### src/rtl/mesure_sequencer_if.sv
// Sensor/consumer handshake bundle for the ultrasonic measurement sequencer.
// The host or bench drives through master; the sequencer connects through slave.
interface mesure_sequencer_if;
    logic       Start;
    logic       Auto;
    logic       Echo;
    logic       Trig;
    logic [7:0] Nb;
    logic       Valid;
    logic       Busy;
    logic       Timeout;

    modport master (output Start, Auto, Echo, input Trig, Nb, Valid, Busy, Timeout);
    modport slave  (input Start, Auto, Echo, output Trig, Nb, Valid, Busy, Timeout);
endinterface

### src/rtl/mesure_sequencer.sv
// Ultrasonic rangefinder sequencer: trigger, echo wait, width timing, clamp, holdoff.
// Optional MESURE_AVG_EN: report the running mean of the last four good results.
module mesure_sequencer #(
    parameter int unsigned TRIG_CYCLES     = 500,
    parameter int unsigned CYCLES_PER_UNIT = 2900,
    parameter int unsigned TIMEOUT_CYCLES  = 1900000,
    parameter int unsigned HOLDOFF_CYCLES  = 3000000,
    parameter int unsigned NB_MIN          = 6,
    parameter int unsigned NB_MAX          = 254
) (
    input logic               Clk,
    input logic               Rst_n,
    mesure_sequencer_if.slave bus
);
    localparam int unsigned MAX_WAIT = (TIMEOUT_CYCLES > HOLDOFF_CYCLES) ? TIMEOUT_CYCLES : HOLDOFF_CYCLES;
    localparam int unsigned MAX_CNT  = (MAX_WAIT > TRIG_CYCLES) ? MAX_WAIT : TRIG_CYCLES;
    localparam int unsigned CW       = $clog2(MAX_CNT + 1);
    localparam int unsigned SW       = (CYCLES_PER_UNIT > 1) ? $clog2(CYCLES_PER_UNIT) : 1;

    typedef enum logic [2:0] {IDLE, TRIG, WAIT_ECHO, MEASURE, DONE, HOLDOFF} state_t;

    state_t          state_q, state_nxt;
    logic [CW-1:0]   cnt_q, cnt_nxt;
    logic [SW-1:0]   sub_q, sub_nxt, sub_src, sub_step;
    logic [7:0]      dist_q, dist_nxt, dist_src, dist_step;
    logic [7:0]      nb_q, nb_nxt, sample;
    logic            to_q, to_nxt;
    logic            trig_q, valid_q, busy_q;
    logic            echo_m, echo_s, echo_d, echo_rise;
    logic            finish, finish_to;

    function automatic logic [7:0] clamp_nb(input logic [7:0] d);
        if (d < 8'(NB_MIN)) return 8'(NB_MIN);
        if (d > 8'(NB_MAX)) return 8'(NB_MAX);
        return d;
    endfunction

    assign echo_rise = echo_s & ~echo_d;
    assign sample    = clamp_nb(dist_q);

    // One echo-high cycle applied to the unit sub-counter; the rise cycle starts from zero.
    always_comb begin
        sub_src  = (state_q == MEASURE) ? sub_q  : '0;
        dist_src = (state_q == MEASURE) ? dist_q : '0;
        if (sub_src == SW'(CYCLES_PER_UNIT - 1)) begin
            sub_step  = '0;
            dist_step = (dist_src == 8'hFF) ? 8'hFF : dist_src + 8'd1;
        end else begin
            sub_step  = sub_src + SW'(1);
            dist_step = dist_src;
        end
    end

`ifdef MESURE_AVG_EN
    logic [7:0] hist_q [4];
    logic [7:0] hist_nxt [4];
    logic       filled_q, filled_nxt;
    logic [9:0] avg_sum;

    // Before the first good result the history is empty, so the mean is the sample itself.
    assign avg_sum = filled_q ? (10'(sample) + 10'(hist_q[0]) + 10'(hist_q[1]) + 10'(hist_q[2]))
                              : (10'(sample) << 2);
`endif

    always_comb begin
        state_nxt = state_q;
        cnt_nxt   = cnt_q;
        sub_nxt   = sub_q;
        dist_nxt  = dist_q;
        nb_nxt    = nb_q;
        to_nxt    = to_q;
        finish    = 1'b0;
        finish_to = 1'b0;
`ifdef MESURE_AVG_EN
        hist_nxt   = hist_q;
        filled_nxt = filled_q;
`endif
        case (state_q)
            IDLE: begin
                if (bus.Start || bus.Auto) begin
                    state_nxt = TRIG;
                    cnt_nxt   = '0;
                end
            end
            TRIG: begin
                if (cnt_q == CW'(TRIG_CYCLES - 1)) begin
                    state_nxt = WAIT_ECHO;
                    cnt_nxt   = '0;
                end else begin
                    cnt_nxt = cnt_q + CW'(1);
                end
            end
            WAIT_ECHO: begin
                if (echo_rise) begin
                    state_nxt = MEASURE;
                    cnt_nxt   = CW'(1);
                    sub_nxt   = sub_step;
                    dist_nxt  = dist_step;
                end else if (cnt_q == CW'(TIMEOUT_CYCLES - 1)) begin
                    finish    = 1'b1;
                    finish_to = 1'b1;
                end else begin
                    cnt_nxt = cnt_q + CW'(1);
                end
            end
            MEASURE: begin
                // cnt_q holds the echo width so far, including the rise cycle
                if (!echo_s) begin
                    finish = 1'b1;
                end else if (cnt_q == CW'(TIMEOUT_CYCLES - 1)) begin
                    finish    = 1'b1;
                    finish_to = 1'b1;
                end else begin
                    cnt_nxt  = cnt_q + CW'(1);
                    sub_nxt  = sub_step;
                    dist_nxt = dist_step;
                end
            end
            DONE: begin
                state_nxt = HOLDOFF;
                cnt_nxt   = '0;
            end
            HOLDOFF: begin
                if (cnt_q == CW'(HOLDOFF_CYCLES - 1)) begin
                    state_nxt = bus.Auto ? TRIG : IDLE;
                    cnt_nxt   = '0;
                end else begin
                    cnt_nxt = cnt_q + CW'(1);
                end
            end
            default: state_nxt = IDLE;
        endcase

        // Result is committed on entry to DONE so Nb and Valid appear together.
        if (finish) begin
            state_nxt = DONE;
            cnt_nxt   = '0;
            to_nxt    = finish_to;
            if (finish_to) begin
                nb_nxt = 8'(NB_MAX);
            end else begin
`ifdef MESURE_AVG_EN
                nb_nxt      = 8'(avg_sum >> 2);
                hist_nxt[0] = sample;
                hist_nxt[1] = filled_q ? hist_q[0] : sample;
                hist_nxt[2] = filled_q ? hist_q[1] : sample;
                hist_nxt[3] = filled_q ? hist_q[2] : sample;
                filled_nxt  = 1'b1;
`else
                nb_nxt = sample;
`endif
            end
        end
    end

    always_ff @(posedge Clk or negedge Rst_n) begin
        if (!Rst_n) begin
            state_q <= IDLE;
            cnt_q   <= '0;
            sub_q   <= '0;
            dist_q  <= '0;
            nb_q    <= '0;
            to_q    <= 1'b0;
            trig_q  <= 1'b0;
            valid_q <= 1'b0;
            busy_q  <= 1'b0;
            echo_m  <= 1'b0;
            echo_s  <= 1'b0;
            echo_d  <= 1'b0;
        end else begin
            state_q <= state_nxt;
            cnt_q   <= cnt_nxt;
            sub_q   <= sub_nxt;
            dist_q  <= dist_nxt;
            nb_q    <= nb_nxt;
            to_q    <= to_nxt;
            trig_q  <= (state_nxt == TRIG);
            valid_q <= (state_nxt == DONE);
            busy_q  <= (state_nxt != IDLE);
            echo_m  <= bus.Echo;
            echo_s  <= echo_m;
            echo_d  <= echo_s;
        end
    end

`ifdef MESURE_AVG_EN
    always_ff @(posedge Clk or negedge Rst_n) begin
        if (!Rst_n) begin
            for (int i = 0; i < 4; i++) hist_q[i] <= '0;
            filled_q <= 1'b0;
        end else begin
            hist_q   <= hist_nxt;
            filled_q <= filled_nxt;
        end
    end
`endif

    assign bus.Trig    = trig_q;
    assign bus.Nb      = nb_q;
    assign bus.Valid   = valid_q;
    assign bus.Busy    = busy_q;
    assign bus.Timeout = to_q;
endmodule
### src/flat_wrapper.sv
// flat-port wrapper written by rule: the top's interface ports become plain ports
module mesure_sequencer_flat 
#(
    parameter int unsigned TRIG_CYCLES     = 500,
    parameter int unsigned CYCLES_PER_UNIT = 2900,
    parameter int unsigned TIMEOUT_CYCLES  = 1900000,
    parameter int unsigned HOLDOFF_CYCLES  = 3000000,
    parameter int unsigned NB_MIN          = 6,
    parameter int unsigned NB_MAX          = 254
)
  (Clk, Rst_n, bus_Start, bus_Auto, bus_Echo, bus_Trig, bus_Nb, bus_Valid, bus_Busy, bus_Timeout);
  mesure_sequencer_if bus_i ();
  input logic Clk;
  input logic Rst_n;
  input wire logic [$bits(bus_i.Start)-1:0] bus_Start;
  input wire logic [$bits(bus_i.Auto)-1:0] bus_Auto;
  input wire logic [$bits(bus_i.Echo)-1:0] bus_Echo;
  output wire logic [$bits(bus_i.Trig)-1:0] bus_Trig;
  output wire logic [$bits(bus_i.Nb)-1:0] bus_Nb;
  output wire logic [$bits(bus_i.Valid)-1:0] bus_Valid;
  output wire logic [$bits(bus_i.Busy)-1:0] bus_Busy;
  output wire logic [$bits(bus_i.Timeout)-1:0] bus_Timeout;
  assign bus_i.Start = bus_Start;
  assign bus_i.Auto = bus_Auto;
  assign bus_i.Echo = bus_Echo;
  assign bus_Trig = bus_i.Trig;
  assign bus_Nb = bus_i.Nb;
  assign bus_Valid = bus_i.Valid;
  assign bus_Busy = bus_i.Busy;
  assign bus_Timeout = bus_i.Timeout;
  mesure_sequencer #(.TRIG_CYCLES(TRIG_CYCLES), .CYCLES_PER_UNIT(CYCLES_PER_UNIT), .TIMEOUT_CYCLES(TIMEOUT_CYCLES), .HOLDOFF_CYCLES(HOLDOFF_CYCLES), .NB_MIN(NB_MIN), .NB_MAX(NB_MAX)) u_core (.Clk(Clk), .Rst_n(Rst_n), .bus(bus_i));
endmodule
### config.mk
export PLATFORM = sky130hd
export DESIGN_NAME = mesure_sequencer_flat
export DESIGN_NICKNAME = d
export VERILOG_FILES = /design/src/rtl/mesure_sequencer_if.sv /design/src/rtl/mesure_sequencer.sv /design/src/flat_wrapper.sv
export SDC_FILE = /design/constraint.sdc
export NUM_CORES = 1
export LEC_CHECK = 0
export ABC_CLOCK_PERIOD_IN_PS = 6900
export CELL_PAD_IN_SITES_DETAIL_PLACEMENT = 0
export CELL_PAD_IN_SITES_GLOBAL_PLACEMENT = 2
export CORE_MARGIN = 3
export CORE_UTILIZATION = 40
export DETAILED_ROUTE_END_ITERATION = 8
export PLACE_DENSITY = 0.92
export SYNTH_ARGS = -nofsm -noshare
export SYNTH_HDL_FRONTEND = slang
export SYNTH_SLANG_ARGS = --single-unit
### constraint.sdc
create_clock -name Clk -period 6.9 [get_ports Clk]
set_clock_uncertainty 0.1 [all_clocks]
set_input_delay 1.38 -clock Clk [delete_from_list [all_inputs] [get_ports Clk]]
set_output_delay 1.38 -clock Clk [all_outputs]
set_load 0.005 [all_outputs]
==> summary.md, run 1 <==
| Metric | Value |
|---|---|
| Status | completed |
| Netlist Area Pre-Place | 0.00342 mm2 |
| Critical path cell sequence | or4_1 > nor3_1 > a311o_1 > nand3_1 > and2_1 > a22o_1 |
| CP top delay family | simple AND/OR/NAND/NOR gates |
| FF+latch count, synth | 60 |
| Startpoint class of the critical path | flip-flop |
| Antenna Nets Post-Route | 0 |
| Cts repair resizes | 0 |
| Routed vias | 3066 |
| Largest stage delay, worst path | approximately 0.87 ns |
| PwrDens | roughly 210 mW/mm2 |
| Layout cell share with drive strength beyond 1 | roughly 7.0% |
| Commonest non-fill, non-tap cell in the layout | dfrtp_1 |
| Crit share post-route | 47.4% |
| EDFF count, synth | 0 |
| Fmax | 306 MHz |
| Worst Tran Pin Value | between 1 and 1.5 ns |
| Worst-Skew Late Latency | approximately 0.35 ns |
| Slowest cell on the critical path | nand3_1 |
| Hold buffer count at cts | 0 |
| Worst Reg-to-Reg Cells | 6 |
| Starting density of the core | around two fifths |
| Area Overhead vs Synth | 13.1% |
| Reg-to-Reg End | u_core.cnt_q[6] |
| Global-route wire length before repair | roughly 14000 um |
| CP Class | flip-flop to flip-flop |
| # DRC | 0 |
| Core Box Area | about 0.0083 mm2 |
| Share of the synthesized area in the top cell type | between 40% and 50% |
| Top cells by area, synth | dfrtp_1, nor2_1, a31oi_1 |
| Max-cap check violation count | 0 |
| Avg Cell Area, Syn | approximately 8.6 um2 |
| Initial DRC count | 172 |
| Die area | 0.00970 mm2 |
| Required @ worst endpoint | between 7 and 8 ns |
| Yosys cell types | between 50 and 60 |
| WP depth | 6 |
| PortBufs | 16 |
| WL final | around 8300 um |
| Final RePlAce weighted congestion | between 0.8 and 0.9 |
| Worst Path Buf+Inv | 0 |
| GRT overflow | 0 |
| Largest net degree at the start of global routing | just over 60 |
| Final Cell Area | 0.00387 mm2 |
| TritonCTS clock tree | done |
| I/O Pins | 17 |
| Util after Layout | a little under half |
| TritonRoute pass-1 iters | 4 |
| Final-layout fill cell count | 806 |
| Most frequent cells in the layout | dfrtp_1, nor2_1, nand2_1 |
| Die Y | ~99 um |
| Inst Count DP | 503 |
| Cell row count | 33 |
| CP Launch Point | u_core.cnt_q[19] |
| Via/cell ratio | 5.93 |
| Total Routing Usage GR | 18.3% |
| Wire per inst | between 15 and 20 um |
| Fin crit period | 3.27 ns |
| Vias in the first global route | around 2900 |
| Layout Nets | roughly 420 |
| Die Wd | approximately 99 um |
| CTS Buffer Depth | 2 |
| Htree depth | 3 |
| Predominant post-synthesis flop cell | dfrtp_1 |
| Max VDD drop | approximately 100 uV |
| Slew Viols, Final | 0 |
| Setup TNS | 0 ns |
| Dpl hpwl | 5710 um |
| Syn Inst Count | ~400 |
| Leakage | 1.63 nW |
| Initial antenna violation count | 0 |
| Clock Pin Slew Worst Setup and Hold Paths | 0.07 ns |
| Normalized max-slew margin | roughly 18% |
| Clock Sinks | 60 |
| Cell taking the most area after synthesis | dfrtp_1 |
| Worst reg-to-reg setup slack | approximately 3.6 ns |
| DP Worst Slack | 3.69 ns |
| Maximum fanout along the worst path | 33 |
| Cell Area, Placed | 0.00366 mm2 |
| Post-route insts no fill | 517 |
| Clk root buf | clkbuf_8 |
| Net Count, Synth | 405 |
| Final WS setup | around 3.6 ns |
| Tightest Hold Check Type | flip-flop to flip-flop |
| Async set-reset flop share out of synthesis | between 90% and 100% |
| Post-CTS setup buffers | 0 |
| Worst setup EP type | flip-flop |
| Synth warn | 0 |
| Hold Slack | roughly 0.25 ns |
| RSZ-0062 raised after global routing | no |
| Hold path depth | 0 |
| Register area share after synthesis | 43.9% |
| Crit path to | u_core.cnt_q[6] |
| CTS Buf Count | 9 |
| Hold Fails Final Rpt | 0 |
| Count of final setup violators | 0 |
| Ant diodes | 0 |
| Crit path DAT | approximately 3.4 ns |
| Total power | about 810 uW |
| Critical R2R Launch | u_core.cnt_q[19] |
## power by group
part	internal (mW)	total [mW]	leakage, nW	switching (mW)
Sequential	0.369	0.394	0.810	0.0254
Clock	0.202	0.338	0.108	0.135
Combinational	0.0323	0.0755	0.711	0.0432
Total	0.603	0.807	1.63	0.204
## cells in the mapped netlist (4+ instances only)
cell type,number
nand2_1,38
nand4_1,4
clkbuf_1,13
nor3_1,16
o21ai_0,30
dfrtp_1,60
and2_1,8
o211ai_1,6
a31oi_1,24
a22o_1,6
o22a_1,5
nor2_1,44
and3_1,13
nor4_1,7
o31ai_1,8
nand3b_1,5
a21oi_1,18
inv_1,12
nand3_1,26
buf_2,4
## flip-flops by register name, indices dropped and copies added (netlist names)
name	cells
u_core.bus.Busy	1
u_core.echo_s	1
u_core.echo_m	1
u_core.bus.Valid	1
u_core.bus.Timeout	1
u_core.state_q	3
u_core.cnt_q	22
u_core.dist_q	8
u_core.echo_d	1
u_core.sub_q	12
u_core.bus.Nb	8
u_core.bus.Trig	1
## layout make-up
| type | instances | area [um2] | share of cell area, % |
|---|---|---|---|
| multi-input cells | 304 | 1780 | 46.1 |
| clock inverters | 1 | 30.0 | 0.776 |
| well taps | 105 | 131 | 3.39 |
| repair buffers | 22 | 200 | 5.17 |
| flip-flops and latches | 60 | 1500 | 38.8 |
| clock buffers | 13 | 179 | 4.62 |
| inverters | 12 | 45.0 | 1.16 |
## worst min path at each step
stage	from	slack (ns)	to
CTS	u_core.echo_m	0.25	u_core.echo_s
global placement	u_core.echo_m	0.23	u_core.echo_s
floorplan	u_core.echo_m	0.23	u_core.echo_s
finish	u_core.echo_m	0.25	u_core.echo_s
detailed placement	u_core.echo_m	0.24	u_core.echo_s
global route	u_core.echo_m	0.27	u_core.echo_s
## kinds of logic after synthesis
logic type	share of synthesized area, %
buffers and inverters	4.20
AOI/OAI and AO/OA	22.6
xor gates and xnor gates	0.256
DFF	43.9
muxes	0.877
adders and majority gates	1.10
and+or+nand+nor	27.1
## per-layer routing
layer | routed length [um] | vias to the layer above | track usage, % | part of all wire, %
li1 | - | 1509 | - | -
met1 | 3800 | 1464 | 24.7 | 46
met2 | 3880 | 77 | 27.7 | 47
met3 | 436 | 16 | 4.25 | 5.2
met4 | 197 | 0 | 9.03 | 2.4
met5 | 0 | - | 0 | 0
Note: power is estimated with default switching activity, not from simulation.
==> run 2: changes to the inputs <==
Settings changed: ABC_CLOCK_PERIOD_IN_PS 6900 to 2900, CORE_UTILIZATION 40 to 34, PLACE_DENSITY 0.92 to 0.84.
Clock period 6.9 ns to 2.9 ns, I/O delays scaled along.
==> run 2 against run 1 <==
Net effect:
- largest cell class unchanged
- combinational power rose to 2.8 times the previous value
- first-iteration DRC count fell by 1.2%
- clock power rose by 110%
- worst hold slack got worse by 0.052 ns
- sequential power is 140% higher
==> summary.md, run 2 (same netlist as run 1, synthesis figures left out) <==
| Metric | Value |
|---|---|
| PwrDens | 463 mW/mm2 (+120%) |
| Hold buffer count at cts | 0 (unchanged) |
| Worst reg-to-reg setup slack | 0.25 ns (-3.38 ns) |
| Tightest Hold Check Type | input pin to async pin |
| Status | completed |
| Dpl hpwl | 6450 um (+13%) |
| PortBufs | 16 (unchanged) |
| RSZ-0062 raised after global routing | no |
| Layout Nets | 430 (+3.1%) |
| Setup TNS | 0 ns (unchanged) |
| Initial DRC count | 170 (-1.2%) |
| Via/cell ratio | 5.69 (-4.0%) |
| Maximum fanout along the worst path | 11 (-67%) |
| I/O Pins | 17 (unchanged) |
| Total Routing Usage GR | 17.0% (-1.3 points) |
| Global-route wire length before repair | 15400 um (+7.8%) |
| Initial antenna violation count | 0 (unchanged) |
| Ant diodes | 0 (unchanged) |
| Final RePlAce weighted congestion | 0.831 (-6.4%) |
| Max FFs per register | 22 (unchanged) |
| TritonRoute pass-1 iters | 4 (unchanged) |
| Die Y | 106 um (+7.9%) |
| Largest net degree at the start of global routing | 34 (-44%) |
| Startpoint class of the critical path | flip-flop |
| Hold Fails Final Rpt | 0 (unchanged) |
| CP Class | flip-flop to flip-flop |
| Normalized max-slew margin | 42.6% (+24 points) |
| Wire per inst | 16.3 um (+1.1%) |
| Cell row count | 35 (+6.1%) |
| Final-layout fill cell count | 965 (+20%) |
| Layout cell share with drive strength beyond 1 | 10.5% (+3.5 points) |
| Clock Sinks | 60 (unchanged) |
| Area Overhead vs Synth | 17.0% |
| Biggest regs | u_core.cnt_q (22), u_core.sub_q (12) |
| Storage element area | 0.00150 mm2 (unchanged) |
| CTS Buf Count | 9 (unchanged) |
| Final Cell Area | 0.00401 mm2 (+3.5%) |
| Antenna Nets Post-Route | 0 (unchanged) |
| Vias in the first global route | 3088 (+5.5%) |
| Count of final setup violators | 0 (unchanged) |
| Htree depth | 3 (unchanged) |
| Required @ worst endpoint | 3.06 ns (-3.97 ns) |
| Commonest non-fill, non-tap cell in the layout | dfrtp_1 |
| WL final | 9050 um (+8.8%) |
| DP Worst Slack | 0.233 ns (-3.45 ns) |
| Fin crit period | 2.65 ns (-0.618 ns) |
| GRT overflow | 0 (unchanged) |
| TritonCTS clock tree | done |
| Slew Viols, Final | 0 (unchanged) |
| Max VDD drop | 233 uV (+130%) |
| CTS Buffer Depth | 2 (unchanged) |
| Worst Tran Pin Value | 0.858 ns (-0.365 ns) |
| Worst setup EP type | flip-flop |
| Leakage | 1.70 nW (+4.2%) |
| # DRC | 0 (unchanged) |
| Worst-Skew Late Latency | 0.34 ns (about the same) |
| Die Wd | 106 um (+7.9%) |
| Fmax | 377 MHz (+23%) |
| Max-cap check violation count | 0 (unchanged) |
| Crit path DAT | 2.81 ns (-0.59 ns) |
| Multi-input logic area | 0.00179 mm2 (+0.14%) |
| Clk root buf | clkbuf_8 |
| Die area | 0.0113 mm2 (+17%) |
| Starting density of the core | 36.0% (-5.4 points) |
| Routed vias | 3165 (+3.2%) |
| Final WS setup | 0.250 ns (-3.38 ns) |
| Top reg by flops | u_core.cnt_q |
| Core Box Area | 0.00950 mm2 (+15%) |
| Crit share post-route | 91.4% (+44 points) |
| Cell Area, Placed | 0.00381 mm2 (+4.2%) |
| Most frequent cells in the layout | dfrtp_1, nor2_1, nand2_1 |
| Clock Pin Slew Worst Setup and Hold Paths | 0.07 ns (about the same) |
## run 2: cell types whose count changed in the layout (fill, tap and decap cells not counted), sizes merged
cell	previous run	this run
buf	7	20
bufinv	1	0
clkbuf	13	12
clkinv	0	3
clkinvlp	0	1
## run 2: layout make-up
class,count,area share [%]
Inverter,12,1.12
Tap cell,129,4.03
Sequential cell,60,37.5
Clock buffer,12,4.12
Clock inverter,4,0.562
Timing Repair Buffer,35,8.06
Multi-Input combinational cell,304,44.6
## run 2: final timing paths
kind	from	endpoint	cells past startpoint
max reg2reg	u_core.state_q[1]	u_core.dist_q[4]	7
max in group asynchronous	Rst_n	u_core.cnt_q[0]	2
min	Rst_n	u_core.bus.Timeout	1
max	u_core.state_q[1]	u_core.dist_q[4]	7
min in group Clk	u_core.echo_m	u_core.echo_s	0
min reg2reg	u_core.echo_m	u_core.echo_s	0
## run 2: routing by layer
| layer | vias up | global-route usage (%) | wire (um) |
|---|---|---|---|
| met5 | - | 0 | 0 |
| met4 | 0 | 5.55 | 144 |
| met3 | 10 | 4.43 | 383 |
| met2 | 70 | 28.3 | 4540 |
| met1 | 1555 | 21.5 | 3980 |
| li1 | 1530 | - | - |
## run 2: worst max-delay path, cell delays in order (launching register included)
cell	delay (ns)
dfrtp_1	0.53
and3b_1	0.28
and2_1	0.17
ha_1	0.22
nor2b_1	0.22
nand4_1	0.33
or4_1	0.55
o21ai_0	0.16
## run 2: through the flow
stage / util, % / total power [mW] / hold WS (ns) / std cells
after CTS: 42.1 / 1.88 / 0.211 / 556
after floorplan: - / 1.07 / 0.184 / 397
after global routing: 42.1 / 1.95 / 0.231 / 556
after detailed placement: 40.1 / 1.16 / 0.260 / 540
final: 42.1 / 1.86 / 0.196 / 556
after global placement: 40.1 / 1.16 / 0.238 / 540
## run 2: timing repair
| action | in CTS | in global routing |
|---|---|---|
| setup endpoints to repair | 0 | 3 |
| resized for setup | 0 | 1 |
| setup buffers | 0 | 0 |
## run 2: power breakdown
part / internal (mW) / total [mW] / switching, mW
Combinational: 0.0931 / 0.214 / 0.120
Clock: 0.375 / 0.710 / 0.334
Sequential: 0.877 / 0.933 / 0.0557
